<file path="src/rtl/button_event_pkg.sv">
// Shared types and constants for the button event scheduler.
// Event-type codes, output FSM encoding and an index-width helper.
package button_event_pkg;

   typedef logic [1:0] ev_type_t;

   localparam ev_type_t EV_RELEASE = 2'b00;
   localparam ev_type_t EV_PRESS   = 2'b01;
   localparam ev_type_t EV_REPEAT  = 2'b10;

   typedef enum logic {
      S_EMPTY = 1'b0,
      S_FULL  = 1'b1
   } state_t;

   // Bits needed to index n channels (at least one).
   function automatic int unsigned idx_w(input int unsigned n);
      return (n > 1) ? $clog2(n) : 1;
   endfunction

endpackage

</file>
<file path="src/rtl/rr_arbiter.sv">
// Combinational round-robin arbiter: the search begins at pointer and wraps.
// Produces a one-hot grant, the granted index and an any-request flag.
module rr_arbiter
   import button_event_pkg::*;
#(
   parameter int unsigned channels = 4,
   localparam int unsigned IW = idx_w(channels)
) (
   input  logic [channels-1:0] req,
   input  logic [IW-1:0]       pointer,
   output logic [channels-1:0] grant_c,
   output logic [IW-1:0]       index_c,
   output logic                any_c
);

   logic [IW-1:0] cand;

   always_comb begin
      grant_c = '0;
      index_c = '0;
      any_c   = 1'b0;
      cand    = '0;
      for (int unsigned off = 0; off < channels; off++) begin
         cand = IW'((32'(pointer) + off) % channels);
         if (!any_c && req[cand]) begin
            any_c         = 1'b1;
            grant_c[cand] = 1'b1;
            index_c       = cand;
         end
      end
   end

endmodule

</file>
<file path="src/rtl/button_event_scheduler.sv">
// Queues press/release edge pulses per button and serialises them onto one
// valid/ready event channel. Optional auto-repeat is enabled by BUTTON_REPEAT_EN.
module button_event_scheduler
   import button_event_pkg::*;
#(
   parameter int unsigned channels    = 4,
   parameter int unsigned idwidth     = 2,
   parameter int unsigned repeatwidth = 8,
   parameter int unsigned repeattime  = 200
) (
   input  logic                clk,
   input  logic                reset,
   input  logic [channels-1:0] positiveedge,
   input  logic [channels-1:0] negativeedge,
   input  logic [channels-1:0] conditioned,
   output logic                event_valid,
   input  logic                event_ready,
   output logic [idwidth-1:0]  event_channel,
   output logic [1:0]          event_type,
   output logic [channels-1:0] overflow,
   input  logic [channels-1:0] overflow_clr
);

   localparam int unsigned IW = idx_w(channels);

   state_t              state, state_n;
   logic [IW-1:0]       ptr;
   logic [channels-1:0] pend_press, pend_rel;
   logic [channels-1:0] clr_press, clr_rel, ovf_set;
   logic [channels-1:0] req_c, arb_grant;
   logic [IW-1:0]       arb_index;
   logic                arb_any, load;
   ev_type_t            sel_type;

`ifdef BUTTON_REPEAT_EN
   logic [channels-1:0]    pend_rep, clr_rep, rep_hit;
   logic [repeatwidth-1:0] rep_cnt [channels];

   assign req_c = pend_press | pend_rel | pend_rep;
`else
   assign req_c = pend_press | pend_rel;

   // Repeat parameters only shape hardware when the feature is built.
   if (repeatwidth == 0 || repeattime == 0) begin : g_repeat_cfg_unused
   end
`endif

   rr_arbiter #(.channels(channels)) u_arb (
      .req     (req_c),
      .pointer (ptr),
      .grant_c (arb_grant),
      .index_c (arb_index),
      .any_c   (arb_any)
   );

   // Older event first when both are pending; the current level tells which.
   always_comb begin
      sel_type = EV_RELEASE;
      if (pend_press[arb_index] && pend_rel[arb_index])
         sel_type = conditioned[arb_index] ? EV_RELEASE : EV_PRESS;
      else if (pend_press[arb_index])
         sel_type = EV_PRESS;
`ifdef BUTTON_REPEAT_EN
      else if (!pend_rel[arb_index])
         sel_type = EV_REPEAT;
`endif
   end

   // Output FSM next-state and load decision.
   always_comb begin
      state_n = state;
      load    = 1'b0;
      case (state)
         S_EMPTY: begin
            if (arb_any) begin
               load    = 1'b1;
               state_n = S_FULL;
            end
         end
         S_FULL: begin
            if (event_ready) begin
               if (arb_any) load = 1'b1;
               else         state_n = S_EMPTY;
            end
         end
         default: state_n = S_EMPTY;
      endcase
   end

   always_comb begin
      clr_press = '0;
      clr_rel   = '0;
`ifdef BUTTON_REPEAT_EN
      clr_rep   = '0;
`endif
      if (load) begin
         clr_press = arb_grant & {channels{sel_type == EV_PRESS}};
         clr_rel   = arb_grant & {channels{sel_type == EV_RELEASE}};
`ifdef BUTTON_REPEAT_EN
         clr_rep   = arb_grant & {channels{sel_type == EV_REPEAT}};
`endif
      end
      ovf_set = (positiveedge & pend_press & ~clr_press)
              | (negativeedge & pend_rel & ~clr_rel);
   end

   always_ff @(posedge clk or posedge reset) begin
      if (reset) begin
         state         <= S_EMPTY;
         ptr           <= '0;
         event_channel <= '0;
         event_type    <= EV_RELEASE;
      end else begin
         state <= state_n;
         if (load) begin
            event_channel <= idwidth'(arb_index);
            event_type    <= sel_type;
            ptr           <= (arb_index == IW'(channels - 1)) ? '0 : arb_index + IW'(1);
         end
      end
   end

   assign event_valid = (state == S_FULL);

   // Pending flags; a pulse landing on a still-pending bit is merged and flagged.
   always_ff @(posedge clk or posedge reset) begin
      if (reset) begin
         pend_press <= '0;
         pend_rel   <= '0;
         overflow   <= '0;
      end else begin
         pend_press <= (pend_press & ~clr_press) | positiveedge;
         pend_rel   <= (pend_rel & ~clr_rel) | negativeedge;
         overflow   <= (overflow & ~overflow_clr) | ovf_set;
      end
   end

`ifdef BUTTON_REPEAT_EN
   always_comb begin
      for (int unsigned i = 0; i < channels; i++)
         rep_hit[i] = conditioned[i] && !positiveedge[i]
                   && (rep_cnt[i] == repeatwidth'(repeattime - 1));
   end

   // Hold counters; a repeat already pending silently absorbs further ones.
   always_ff @(posedge clk or posedge reset) begin
      if (reset) begin
         pend_rep <= '0;
         for (int unsigned i = 0; i < channels; i++) rep_cnt[i] <= '0;
      end else begin
         pend_rep <= ((pend_rep & ~clr_rep) | rep_hit) & ~negativeedge;
         for (int unsigned i = 0; i < channels; i++) begin
            if (!conditioned[i] || positiveedge[i] || rep_hit[i])
               rep_cnt[i] <= '0;
            else
               rep_cnt[i] <= rep_cnt[i] + repeatwidth'(1);
         end
      end
   end
`endif

endmodule

</file>
<file path="config.mk">
export PLATFORM = sky130hd
export DESIGN_NAME = button_event_scheduler
export DESIGN_NICKNAME = d
export VERILOG_FILES = /design/src/rtl/button_event_pkg.sv /design/src/rtl/rr_arbiter.sv /design/src/rtl/button_event_scheduler.sv
export SDC_FILE = /design/constraint.sdc
export NUM_CORES = 1
export LEC_CHECK = 0
export ABC_AREA = 1
export BUFFER_PORTS_ARGS = -buffer_cell sky130_fd_sc_hd__buf_4
export CAP_MARGIN = 20
export CORE_MARGIN = 4
export CORE_UTILIZATION = 59
export CTS_CLUSTER_SIZE = 8
export DETAILED_ROUTE_END_ITERATION = 8
export PLACE_DENSITY = 0.85
export SETUP_SLACK_MARGIN = 0.02
export SLEW_MARGIN = 20
export SYNTH_ARGS = -nofsm -noshare
export SYNTH_HDL_FRONTEND = slang
export SYNTH_SLANG_ARGS = --single-unit
</file>
<file path="constraint.sdc">
create_clock -name clk -period 5.27 [get_ports clk]
set_input_delay 0.527 -clock clk [delete_from_list [all_inputs] [get_ports clk]]
set_output_delay 0.527 -clock clk [all_outputs]
set_load 0.02 [all_outputs]
</file>
# Word level (Yosys, flattened, before mapping)
# Cells that the tools add are included.
[classes]
magnitude_cmp = 9
n_mux = 45
bitwise = 21
add_sub_neg = 4
n_eq_ne = 2
n_reduce_logical = 12
[op_table]
columns = ["operator", "count"]
rows = [
  ["AND 4 bit", 9],
  ["OR 4 bit", 8],
  ["two-way mux 4 bit", 6],
  ["two-way mux 1 bit", 20],
  ["< comparator 2 x 3 -> 1 bit, second input constant", 5],
  ["binary-select mux 1 bit (select 2 bit)", 7],
  ["two-way mux 2 bit", 6],
  ["NOT 4 bit", 3],
  ["demux 1 bit (select 2 bit)", 4],
  [">= comparator 2 x 1 -> 1 bit, second input constant", 4],
  ["logical AND 1 bit", 8],
  ["adder 2 x 1 -> 2 bit, second input constant", 2],
  ["adder 2 bit, second input constant", 2],
  ["one-hot mux 1 bit (2 select lines)", 2],
  ["logical NOT 1 bit", 3],
  ["== test 2 x 1 -> 1 bit, second input constant", 1],
  ["== test 2 bit, second input constant", 1],
  ["logical NOT 2 bit", 1],
  ["NOT 1 bit", 1],
]
[totals]
elab_cells = 100
out_inout_bits = 9
regBits = 19

# Longest topological paths before layout
[depth]
word_depth = 24
depth_mapped = 16

# Modules after synthesis
# From an unflattened synthesis, not the netlist that was laid out.
[unflattened]
cells_unflattened = 199
hier_area_um2 = 1396.3
[by_module_without_submodules]
columns = ["mod", "area_each_um2", "cells_each", "n_inst"]
rows = [
  ["button_event_scheduler", 955.9, 125, 1],
  ["rr_arbiter", 440.4, 74, 1],
]

# Least setup slack after synthesis
# OpenSTA, ideal clock, no wires.
[synth_path]
path_kind = "reg-to-reg"
start = "register ptr[1]"
end = "register overflow[0]"
n_path_buf = 0
required_time_ns = 5.149
setup_slack_ns = 3.059
arrival_time_ns = 2.090
path_stages_with_launch = 14
path_cell_list = "dfrtp_1 -> inv_1 -> ha_1 -> inv_1 -> nand3_1 -> nand2_2 -> nor2_4 -> nand3_1 -> a21oi_2 -> nand3_2 -> nand2_4 -> nand2_1 -> a21oi_1 -> nand2_1"
[synth_between]
elab_chain_len = 23
[synth_lines]
columns = ["element", "line_no", "source"]
rows = [
  ["start, declared", "button_event_scheduler.sv:27", "logic [IW-1:0] ptr;"],
  ["start signal, assigned", "button_event_scheduler.sv:118", "ptr <= (arb_index == IW'(channels - 1)) ? '0 : arb_index + IW'(1);"],
  ["branches (longest 21 deep; another with adder 2 x 1 -> 2 bit)", "n/a", ""],
  ["OR 4 bit *", "button_event_scheduler.sv:104", "| (negativeedge & pend_rel & ~clr_rel);"],
  ["OR 4 bit *", "button_event_scheduler.sv:134", "overflow <= (overflow & ~overflow_clr) | ovf_set;"],
  ["end signal, assigned", "button_event_scheduler.sv:134", ""],
  ["end, declared", "button_event_scheduler.sv:20", "output logic [channels-1:0] overflow,"],
]
# Mark *: on every way between the ends. The select of a mux whose other input is x is not followed.
# A chain may end at the register's enable or synchronous reset.

# Worst setup path in the final report
[layout_path]
start = "register ptr[1]"
end = "register overflow[3]"
# Same word-level chain as after synthesis.

==> flow_metrics.tcl <==
set metrics [dict create \
    power.switching_uw 426 \
    gp_congestion 0.927 \
    cts_resized 0 \
    io_buffers 26 \
    seqCellArea_um2 450 \
    slew_headroom_pct 55.0 \
    synth_compound_area_share_pct 11.0 \
    grt_busiest_layer "met2" \
    power_density_nw_per_um2 491 \
    r2r_setup_slack_ns 2.58 \
    multiInputGateArea_um2 841 \
    combPwrFrac_pct 62.0 \
    power.share.clock_pct 10.2 \
    yosysWarnings 0 \
    synth_simple_gate_area_share_pct 40.8 \
    hold_violations 0 \
    nets 264 \
    cp_num_buf_inv 2 \
    grt_use_met1_pct 29.6 \
    grt_pass1_vias 1323 \
    drive_above_1_share_pct 23.7 \
    wirelength_mm 3.42 \
    yosysUniqueCellTypes 23 \
    p_leak_nw 0.970 \
    gr-total-overflow 0 \
    coreArea_um2 2250 \
    cap_violations 0 \
    cp.required_ns 5.46 \
    post_dp_cell_area_um2 1650 \
    use_met2_pct 36.9 \
    setup_viol 0 \
    drt_iter0_drc 63 \
    post_cts_buffers 0 \
    cp-start-kind "flop" \
    min_period_ns 2.69 \
    grt_max_degree 19 \
    clkLatencyLatePin_ns 0.29 \
    clkSinkCount 18 \
    diodes 0 \
    initial_utilization_pct 63.1 \
    areaGrowthSynthToFinish_pct 18.2 \
    path_depth 13 \
    ctsHtreeMaxLevel 1 \
    path_class "reg -> reg" \
    skew_ns 0.00151 \
    seqPwrFrac_pct 27.7 \
    synth_area_per_cell_um2 6.87 \
    ant_nets 0 \
    min_path_type "in -> async" \
    worstRegToRegCells 13 \
    ys_seq_area_share_pct 31.7 \
    post-route-period-util_pct 51.0 \
    outcome "finished clean" \
    fp.dieH_um 57.1 \
    vias_per_cell 5.27 \
    cp.arrival_ns 2.88 \
    io_pins 28 \
    cts_buffer_depth 2 \
    syn-cell-area_um2 1420 \
    synthesis.nets 234 \
    via_count 1391 \
    hpwl_mm 2.79 \
    drt-pass1-iter-count 5 \
    cts_root_buf "clkbuf_4" \
    max_freq_mhz 372 \
    vdd_ir_drop_max_mv 0.340 \
    syn_inst 207 \
    nFillCells 185 \
    fin_setup_tns_ns 0 \
    grtUsageTotal_pct 22.8 \
    slowest_delay_ns 0.55 \
    grt_pass1_wl_mm 5.93 \
    route.detailed.drc 0 \
    wire_per_inst_um 13.0 \
    ys_ff_latch 18 \
    finalNonFillerCells 264 \
    worst_slew_pin_slew_ns 0.674 \
    dieArea_um2 3260 \
    cp_cell_sequence "inv_1 -> ha_1 -> inv_1 -> nand3_1 -> nand2_2 -> nor2_4 -> nand3_1 -> a21oi_2 -> nand3_2 -> nand2_4 -> nand2_1 -> a21oi_1 -> nand2_1" \
    antenna_found_initial 0 \
    slew_violations 0 \
    worstSetupEndpointType "flop" \
    die_x_um 57.1 \
    cp_max_fo 9 \
    cts_hold_buf 0 \
    synthXorXnorAreaFrac_pct 0 \
    use_met3_pct 6.79 \
    cts.clk_slew.worst_paths_ns 0.10 \
    synth.area.mux_share_pct 0 \
    dpl.cell_count 260 \
    rsz0062_at_grt "no" \
    synth_top_family_by_area "simple AND/OR/NAND/NOR gates" \
    cp_top_family "simple AND/OR/NAND/NOR gates" \
    power.total_uw 826 \
    rows 17 \
    cts_tree "built" \
    slowest_stage "dfrtp_1" \
    cts_made_buffers 3 \
    final_area_um2 1680 \
    switching_share_pct 51.6 \
    synth_fa_ha_area_share_pct 7.04 \
    internal-power_uw 400 \
]
-- synth_stat cells --
master,number,area share (%)
ha_1,8,7.0
a21o_1,4,2.1
inv_2,1,0.26
nand4_1,3,1.3
o21ai_0,3,1.1
inv_1,32,8.4
conb_1,1,0.26
o21ai_2,1,0.62
a21boi_0,4,2.1
a21oi_2,2,1.2
dfrtp_1,18,32
o21bai_1,1,0.53
nor2_4,2,1.6
nor2_2,2,0.88
nor2_1,17,4.5
nand2_4,1,0.79
nand3_2,7,4.9
a21oi_1,8,2.8
nand2_2,10,4.4
o211ai_1,1,0.53
nand3_1,15,5.3
nand2_1,65,17
buf_4,1,0.53
-- final timing paths --
kind                                 start             to
min reg2reg                  event_type[0]  event_type[0]
min                                  reset  pend_press[2]
max                                 ptr[1]    overflow[3]
max in group asynchronous            reset    pend_rel[2]
max reg2reg                         ptr[1]    overflow[3]
min in group clk           negativeedge[3]    pend_rel[3]
-- worst reg2reg max path, cell delays in order, from the launching register on --
cell     delay (ns)
dfrtp_1        0.55
inv_1          0.25
ha_1           0.40
inv_1          0.07
nand3_1        0.09
nand2_2        0.11
nor2_4         0.14
nand3_1        0.14
a21oi_2        0.27
nand3_2        0.13
nand2_4        0.11
nand2_1        0.10
a21oi_1        0.15
nand2_1        0.06
-- through the flow --
stage / hold WS (ns) / worst slack (ns) / utilization [%]
after floorplan: 0.466 / 3.06 / -
after global placement: 0.492 / 2.82 / 73.0
after detailed placement: 0.493 / 2.65 / 73.0
after CTS: 0.336 / 2.65 / 74.6
after global routing: 0.374 / 2.41 / 74.6
final: 0.324 / 2.58 / 74.6
-- cell usage in the layout, fill, tap and decap left out --
cell type	count
o211ai_1	1
nand3_1	15
nor2_1	17
conb_1	1
o21ai_2	1
ha_1	8
a21oi_2	2
dfrtp_1	18
nor2_4	2
nand2_4	1
o21ai_0	3
inv_1	32
a21oi_1	8
nand2_2	10
inv_2	1
clkbuf_4	3
a21o_1	4
nor2_2	2
o21bai_1	1
nand3_2	7
clkbuf_8	1
a21boi_0	4
nand2_1	65
nand4_1	3
buf_4	26
-- kinds of logic after synthesis --
group / Yosys count
other: 1
AO/OA/AOI/OAI: 24
AND/OR/NAND/NOR: 122
buffers and inverters: 34
flip-flops: 18
adder cells (fa/ha/maj): 8
-- state kept, by name, summed over array words and instances (netlist names) --
name,count
pend_rel,4
pend_press,4
event_type,1
event_valid,1
ptr,2
event_channel,2
overflow,4
-- cell type report --
class	instances	share of cell area [%]
well taps	28	2.08
clock buffers	4	2.16
flip-flops and latches	18	26.8
inverters	33	7.37
repair buffers	26	11.6
multi-input cells	155	50.0
-- power by group through the flow --
stage	combinational, mW	sequential, mW	clock [mW]
3_3_place_gp	0.494	0.226	0
5_1_grt	0.574	0.236	0.0927
4_1_cts	0.507	0.228	0.0863
6_report	0.513	0.229	0.0845
2_1_floorplan	0.357	0.243	0
3_5_place_dp	0.505	0.231	0
-- per-layer routing --
layer	vias up	routed length, µm
met5	-	0
met4	0	64
met3	11	266
met2	57	1630
met1	620	1460
li1	703	-
Power figures use the tool's default switching activity.
